===== config.mk =====
export PLATFORM = sky130hd
export DESIGN_NAME = fifo
export DESIGN_NICKNAME = d
export VERILOG_FILES = /design/src/rtl/fifo_pkg.sv /design/src/rtl/fifo_mem.sv /design/src/rtl/fifo.sv
export SDC_FILE = /design/constraint.sdc
export NUM_CORES = 1
export LEC_CHECK = 0
export BUFFER_PORTS_ARGS = -buffer_cell sky130_fd_sc_hd__buf_2
export CORE_MARGIN = 5
export CORE_UTILIZATION = 55
export CTS_BUF_LIST = sky130_fd_sc_hd__clkbuf_4 sky130_fd_sc_hd__clkbuf_8 sky130_fd_sc_hd__clkbuf_16
export DETAILED_ROUTE_END_ITERATION = 16
export PLACE_DENSITY_LB_ADDON = 0.12
export SYNTH_ARGS = -nofsm -noshare
export SYNTH_HDL_FRONTEND = slang
export SYNTH_HIERARCHICAL = 1
export SYNTH_SLANG_ARGS = --single-unit

===== constraint.sdc =====
create_clock -name clk -period 6.4 [get_ports clk]
set_clock_uncertainty 0.05 [all_clocks]
set_input_delay 0.96 -clock clk [delete_from_list [all_inputs] [get_ports clk]]
set_output_delay 0.96 -clock clk [all_outputs]
set_load 0.05 [all_outputs]

===== src/rtl/fifo_pkg.sv =====
// Shared constants for the synchronous FIFO: default geometry and pointer sizing.
package fifo_pkg;

    localparam int unsigned FIFO_WIDTH = 32;
    localparam int unsigned FIFO_DEPTH = 8;

    // Keeps a one-bit pointer legal for the smallest depth.
    function automatic int unsigned ptr_width(input int unsigned depth);
        return (depth > 1) ? $clog2(depth) : 1;
    endfunction

    localparam int unsigned FIFO_PTR_W = ptr_width(FIFO_DEPTH);

endpackage


===== src/rtl/fifo_mem.sv =====
// DEPTH x WIDTH storage: synchronous write, asynchronous read at the read pointer.
module fifo_mem
    import fifo_pkg::*;
#(
    parameter int unsigned WIDTH = FIFO_WIDTH,
    parameter int unsigned DEPTH = FIFO_DEPTH,
    parameter int unsigned PTR_W = ptr_width(DEPTH)
) (
    input  logic             clk,
    input  logic             i_we,
    input  logic [PTR_W-1:0] i_waddr,
    input  logic [WIDTH-1:0] i_wdata,
    input  logic [PTR_W-1:0] i_raddr,
    output logic [WIDTH-1:0] o_rdata
);

    logic [WIDTH-1:0] r_mem [DEPTH];

    // No reset: stale contents are unreachable once the pointers are cleared.
    always_ff @(posedge clk) begin
        if (i_we) begin
            r_mem[i_waddr] <= i_wdata;
        end
    end

    assign o_rdata = r_mem[i_raddr];

endmodule


===== src/rtl/fifo.sv =====
// Synchronous FIFO control: pointers, occupancy count and the registered read port.
module fifo
    import fifo_pkg::*;
#(
    parameter int unsigned WIDTH = FIFO_WIDTH,
    parameter int unsigned DEPTH = FIFO_DEPTH
) (
    input  logic             clk,
    input  logic             reset,
    input  logic             push,
    input  logic             pop,
    input  logic [WIDTH-1:0] dataIn,
    output logic             fifo_full,
    output logic             fifo_empty,
    output logic [WIDTH-1:0] fifo_out
);

    localparam int unsigned PTR_W = ptr_width(DEPTH);
    localparam int unsigned CNT_W = PTR_W + 1;
    localparam logic [CNT_W-1:0] FULL_CNT = CNT_W'(DEPTH);

    logic [PTR_W-1:0] r_wr_ptr;
    logic [PTR_W-1:0] r_rd_ptr;
    logic [CNT_W-1:0] r_count;
    logic [WIDTH-1:0] r_out;
    logic [WIDTH-1:0] w_rdata;
    logic             w_full;
    logic             w_empty;
    logic             w_push_ok;
    logic             w_pop_ok;

    // Flags follow the registered count; reset forces the empty view immediately.
    always_comb begin
        w_empty   = reset || (r_count == '0);
        w_full    = !reset && (r_count == FULL_CNT);
        w_pop_ok  = pop && !w_empty;
        w_push_ok = push && (!w_full || w_pop_ok);
    end

    always_ff @(posedge clk) begin
        if (reset) begin
            r_wr_ptr <= '0;
            r_rd_ptr <= '0;
            r_count  <= '0;
            r_out    <= '0;
        end else begin
            if (w_push_ok) begin
                r_wr_ptr <= r_wr_ptr + 1'b1;
            end
            if (w_pop_ok) begin
                r_rd_ptr <= r_rd_ptr + 1'b1;
                r_out    <= w_rdata;
            end
            case ({w_push_ok, w_pop_ok})
                2'b10:   r_count <= r_count + 1'b1;
                2'b01:   r_count <= r_count - 1'b1;
                default: r_count <= r_count;
            endcase
        end
    end

    fifo_mem #(
        .WIDTH (WIDTH),
        .DEPTH (DEPTH),
        .PTR_W (PTR_W)
    ) u_mem (
        .clk     (clk),
        .i_we    (w_push_ok && !reset),
        .i_waddr (r_wr_ptr),
        .i_wdata (dataIn),
        .i_raddr (r_rd_ptr),
        .o_rdata (w_rdata)
    );

    assign fifo_full  = w_full;
    assign fifo_empty = w_empty;
    assign fifo_out   = r_out;

endmodule


==> results of run 1 <==
power by group through the flow:
stage	Sequential [mW]	Clock, mW	Combinational [mW]
6_report	2.20	1.72	0.385
5_1_grt	2.21	1.84	0.413
4_1_cts	2.20	1.76	0.391
3_5_place_dp	2.24	0	0.389
3_3_place_gp	2.24	0	0.383
2_1_floorplan	2.32	0	0.212
synth_stat cells (3+ instances only):
library cell    n  area share
buf_2          10      0.0043
o21ai_1        23      0.0099
buf_1           4      0.0013
xor2_1          4      0.0030
mux4_2         24       0.046
ha_1            4      0.0043
mux2_2         32       0.031
inv_1           3     0.00097
o21ai_0        12      0.0052
clkbuf_1        9      0.0029
nand2_1        37       0.012
mux4_1         40       0.090
buf_6           8      0.0077
dfxtp_1        42       0.072
edfxtp_1      256        0.66
nor2_1         16      0.0052
nand2b_1       39       0.021
sequential cells by signal, summed over array words and instances (netlist names):
register     count
r_count          4
r_rd_ptr         3
r_wr_ptr         3
fifo_out        32
u_mem/r_mem    256
layer usage:
metal / wire, um / share of wire / global-route usage / up-vias
li1: - / - / - / 2510
met1: 8770 / 0.43 / 0.230 / 2798
met2: 10400 / 0.51 / 0.293 / 101
met3: 820 / 0.040 / 0.0303 / 21
met4: 272 / 0.013 / 0.0338 / 0
met5: 0 / 0 / 0 / -
worst min-delay path by stage:
stage                                 to                      start  slack (ps)
3_5_place_dp    fifo_out[9]$_SDFFE_PP0N_   fifo_out[9]$_SDFFE_PP0N_         400
4_1_cts        fifo_out[12]$_SDFFE_PP0N_  fifo_out[12]$_SDFFE_PP0N_         410
6_report       fifo_out[12]$_SDFFE_PP0N_  fifo_out[12]$_SDFFE_PP0N_         410
3_3_place_gp   fifo_out[14]$_SDFFE_PP0N_  fifo_out[14]$_SDFFE_PP0N_         400
5_1_grt        fifo_out[22]$_SDFFE_PP0N_  fifo_out[22]$_SDFFE_PP0N_         440
2_1_floorplan   r_rd_ptr[1]$_SDFFE_PP0N_   r_rd_ptr[1]$_SDFFE_PP0N_         410
through the flow:
stage | total power [mW] | cell area, sq um | hold slack [ps]
finish | 4.30 | 13200 | 410
global route | 4.46 | 13200 | 438
CTS | 4.35 | 13200 | 414
detailed placement | 2.63 | 12200 | 401
global placement | 2.62 | 12200 | 399
floorplan | 2.53 | 11600 | 415
worst min-delay path, delay by kind of cell, from the launching register on:
kind,cells,cell delay [ps]
DFF,1,300
and+or+nand+nor,1,60
AOI/OAI and AO/OA,1,50
placed cells by master (no fill, tap or decap), drive strengths merged:
cell type    n
a21oi        1
a22o         1
buf         74
bufinv       3
clkbuf      37
clkinv      14
clkinvlp     1
dfxtp       42
diode        1
edfxtp     256
fa           1
ha           4
inv          4
mux2        33
mux2i        2
mux4        64
nand2       37
nand2b      39
nand3        2
nor2        16
nor2b        1
nor3         2
nor4         1
o21a         1
o21ai       35
o22ai        1
o311ai       1
o31ai        1
o32ai        2
or2          2
or2b         1
or3          2
or4          1
xnor2        1
xor2         4
cell type report:
| class | count | area, sq um |
|---|---|---|
| Sequential cell | 298 | 8530 |
| Fill cell | 1514 | 7710 |
| Multi-Input combinational cell | 256 | 2970 |
| Clock buffer | 37 | 816 |
| Timing Repair Buffer | 74 | 383 |
| Tap cell | 275 | 344 |
| Clock inverter | 19 | 183 |
| Inverter | 3 | 11.3 |
| Antenna cell | 1 | 2.50 |
kinds of logic (layout without fill, tap and decap cells):
group | Yosys count | count (layout) | synth area share
AO/OA/AOI/OAI | 43 | 43 | 0.0240
XOR/XNOR | 5 | 5 | 0.00376
adder cells (fa/ha/maj) | 5 | 5 | 0.00602
buffers and inverters | 34 | 133 | 0.0172
flip-flops | 298 | 298 | 0.733
multiplexers | 99 | 99 | 0.171
other | 0 | 1 | 0
AND/OR/NAND/NOR | 104 | 104 | 0.0453
==> reports/metrics.cfg, run 1 <==
[drt]
num_vias=5430
via_per_inst=5.64
wl_per_cell_um=21.1
drc=0
dr.first_iter.drc_count=241
ant_nets=0
drt_pass1_iterations=4
routed_wl_um=20300

[timing]
period_needed_ps=3350
worstMarginPinSlew_ps=1270
setup_tns_ps=0
fmax_mhz=299
rsz0062_at_grt=no
setup_ws_ps=3050
slew_violations=0
hold_viol_final=0
finalSetupViolCount=0
min_period_over_period=0.523
maxSlewHeadroom=0.149

[logic_synthesis]
yosysUniqueCellTypes=38
synth.avg_cell_area_sq_um=19.8
seq_area_frac_synth=0.733
ys_ff_latch=298
syn-num-nets=629
synth_area_sq_um=11600
synthCells=588
async_reset_ff_frac=0
synth_edf_count=256
synth_ff_type=edfxtp_1
yosys_warnings=6

[clocking]
cts-buffers-inserted=30
ctsHoldBuffers=0
cts_setup_buffers=0
cts_sinks=298
clk_pin_slew_ps=60
cts.path.max_buffers=3
h-tree-depth=1
tritoncts=done
cts_resized=0
cts_root_buf=clkbuf_16
clock_latency_ps=540

[power_and_ir_drop]
sw_frac_of_total=0.224
combPwrFrac=0.089
vdd_drop_max_uv=309
p_leak_nw=4.40
p_int_mw=3.34
seq_power_share=0.512
pwr-share-clk=0.399
power_density_nw_per_um2=325
switching_power_uw=965

[die]
ios=70
dieArea_sq_um=24200
num_rows=53
initial_core_util=0.555
core_area_sq_um=21000
die_w_um=155
fp.dieH_um=155

[critical_path]
critPathBufInv=1
critPathTopFamily=simple AND/OR/NAND/NOR gates
max_stage_delay_ps=1040
worstSetupPathDepth=6
cp-end-kind=flip-flop
critPathSlowestCell=nor2_4
startpoint=reset
r2r_start=r_rd_ptr[0]$_SDFFE_PP0N_
endpoint=u_mem/r_mem[6][16]$_DFFE_PP_
crit_chain=buf_2 > nand2b_1 > o31ai_4 > nor2_1 > nand2_1 > nor2_4
r2r_setup_slack_ps=3690
rr_worst_depth=5
worstPathArrival_ps=3440
path_class=primary input to flip-flop
cp_max_fo=50
critPathLaunchType=primary input
worstPathRequired_ps=6490
r2r-end=fifo_out[1]$_SDFFE_PP0N_

[min_path]
hp-class=flip-flop to flip-flop
hold_depth=2

[status]
outcome=finished clean

[finish]
finalNonFillerCells=963
drive_above_1_share=0.294
syn2layout_area_growth_pct=13.8
post-route-util=0.632
fin_nets=704

[global_route]
grt_pass1_wl_um=31800
grt_util_all_layers=0.169
grt_pass1_vias=5754
grt_max_degree=51
antenna_found_initial=0
grt-ovfl-total=0

[placed_design]
hpwl_um=11400
finalWeightedCongestion=0.694
portBuffers=69
pre_cts_ws_ps=2490
dp_cells=906

[flow_run]
cap_violations=0

Power figures use the tool's default switching activity.
==> run 2: changes to the inputs <==
==> constraint.sdc (replaced) <==
create_clock -name clk -period 3.1 [get_ports clk]
set_clock_uncertainty 0.05 [all_clocks]
set_input_delay 0.465 -clock clk [delete_from_list [all_inputs] [get_ports clk]]
set_output_delay 0.465 -clock clk [all_outputs]
set_load 0.05 [all_outputs]
==> run 2 against run 1 <==
Hold slack worse by 280 ps. Die area stayed put. Sequential power is 110% higher. Largest power group unchanged. Highest routed layer unchanged.
==> reports/metrics.cfg, run 2 (synthesis gave the netlist of run 1 again) <==
[critical_path]
startpoint=r_count[0]$_SDFFE_PP0P_  ; was reset
r2r-end=u_mem/r_mem[1][2]$_DFFE_PP_  ; was fifo_out[1]$_SDFFE_PP0N_
worstPathRequired_ps=2580  ; was 6490 ps
endpoint=fifo_empty  ; was u_mem/r_mem[6][16]$_DFFE_PP_
critPathLaunchType=flip-flop  ; was primary input
worstPathArrival_ps=1920  ; was 3440 ps
cp-end-kind=output pin  ; was flip-flop
path_class=flip-flop to output pin  ; was primary input to flip-flop
r2r_setup_slack_ps=680  ; was 3690 ps
rr_worst_depth=5  ; unchanged
cp_max_fo=6  ; was 50
r2r_start=r_count[0]$_SDFFE_PP0P_  ; was r_rd_ptr[0]$_SDFFE_PP0N_

[timing]
finalSetupViolCount=0  ; unchanged
min_period_over_period=0.784
fmax_mhz=411
setup_ws_ps=668  ; was 3050 ps
rsz0062_at_grt=no  ; unchanged
maxSlewHeadroom=0.165  ; was 0.149
whs_ps=131  ; was 410 ps
slew_violations=0  ; unchanged
worstMarginPinSlew_ps=1250  ; was 1270 ps
setup_tns_ps=0  ; unchanged
period_needed_ps=2430
hold_viol_final=0  ; unchanged

[clocking]
clk_pin_slew_ps=60  ; about the same
cts_root_buf=clkbuf_16  ; unchanged
cts_setup_buffers=0  ; unchanged
tritoncts=done  ; unchanged
cts_resized=0  ; unchanged
cts_sinks=298  ; unchanged
cts.path.max_buffers=3  ; unchanged
cts-buffers-inserted=30  ; unchanged
ctsHoldBuffers=0  ; unchanged
clock_latency_ps=550  ; was 540 ps
h-tree-depth=1  ; unchanged

[finish]
diodes=0  ; was 1
largest_reg_flops=256  ; unchanged
drive_above_1_share=0.314  ; was 0.294
final_cell_mix=edfxtp_1 (256), buf_2 (69), mux4_1 (40), nand2b_1 (39), dfxtp_1 (39)  ; unchanged
top_register=u_mem/r_mem  ; unchanged
post-route-util=0.647  ; was 0.632
fin_nets=723  ; was 704
syn2layout_area_growth_pct=16.5  ; was 13.8%
final_common_cell=edfxtp_1  ; unchanged

[drt]
routed_wl_um=21700  ; was 20300 um
via_per_inst=5.69  ; was 5.64
ant_nets=0  ; unchanged
wl_per_cell_um=22.2  ; was 21.1 um
dr.first_iter.drc_count=347  ; was 241
num_vias=5585  ; was 5430
drt_pass1_iterations=4  ; unchanged
drc=0  ; unchanged

[global_route]
grt_max_degree=47  ; was 51
antenna_found_initial=0  ; unchanged
grt_util_all_layers=0.185  ; was 0.169
grt-ovfl-total=0  ; unchanged
grt_pass1_vias=5883  ; was 5754
grt_pass1_wl_um=34300  ; was 31800 um

[die]
fp.dieH_um=155  ; unchanged
die_w_um=155  ; unchanged
core_area_sq_um=21000  ; unchanged
ios=70  ; unchanged
initial_core_util=0.555  ; unchanged
dieArea_sq_um=24200  ; unchanged
num_rows=53  ; unchanged

[placed_design]
portBuffers=69  ; unchanged
hpwl_um=12900  ; was 11400 um
finalWeightedCongestion=0.726  ; was 0.694
pre_cts_ws_ps=462  ; was 2490 ps

[power_and_ir_drop]
p_leak_nw=4.55  ; was 4.40 nW
power_density_nw_per_um2=685  ; was 325 nW/um^2
vdd_drop_max_uv=563  ; was 309 uV

[status]
outcome=finished clean  ; unchanged

[flow_run]
cap_violations=0  ; unchanged

[min_path]
hp-class=primary input to flip-flop  ; was flip-flop to flip-flop

run 2: power by group:
| part | switching (mW) | leakage [nW] | internal [mW] |
|---|---|---|---|
| clock | 1.44 | 0.546 | 2.47 |
| combinational | 0.498 | 1.35 | 0.321 |
| sequential | 0.0849 | 2.66 | 4.47 |
| total | 2.02 | 4.55 | 7.26 |
run 2: worst min path at each step:
| stage | startpoint | endpoint | slack, ps | cells after the start |
|---|---|---|---|---|
| after floorplan | r_rd_ptr[1]$_SDFFE_PP0N_ | r_rd_ptr[1]$_SDFFE_PP0N_ | 410 | 2 |
| after global placement | fifo_out[29]$_SDFFE_PP0N_ | fifo_out[29]$_SDFFE_PP0N_ | 400 | 2 |
| after detailed placement | fifo_out[24]$_SDFFE_PP0N_ | fifo_out[24]$_SDFFE_PP0N_ | 400 | 2 |
| after CTS | dataIn[3] | u_mem/r_mem[4][3]$_DFFE_PP_ | 110 | 1 |
| after global routing | dataIn[6] | u_mem/r_mem[1][6]$_DFFE_PP_ | 110 | 1 |
| final | dataIn[3] | u_mem/r_mem[0][3]$_DFFE_PP_ | 130 | 1 |
run 2: routing by layer:
metal	part of all wire	routed length, um	vias up	track usage
met1	0.42	9220	2884	0.258
met3	0.050	1090	25	0.0289
met5	0	0	-	0
met2	0.51	11100	117	0.313
met4	0.015	318	0	0.0404
li1	-	-	2559	-
run 2: cell type report:
| class | count | area [sq um] |
|---|---|---|
| Clock buffer | 37 | 828 |
| Clock inverter | 19 | 278 |
| Fill cell | 1456 | 7400 |
| Inverter | 3 | 11.3 |
| Multi-Input combinational cell | 256 | 2980 |
| Sequential cell | 298 | 8530 |
| Tap cell | 275 | 344 |
| Timing Repair Buffer | 93 | 576 |
run 2: critical path, stage by stage (launching register included):
cell	delay, ps
dfxtp_1	370
or4_1	590
or2b_1	180
buf_2	250
run 2: through the flow:
stage               power (mW)  cells  area, sq um
floorplan                 5.22    588        11600
global placement          5.44    925        12400
detailed placement        5.47    925        12400
CTS                       9.38    981        13600
global route              9.63    981        13600
finish                    9.28    981        13600
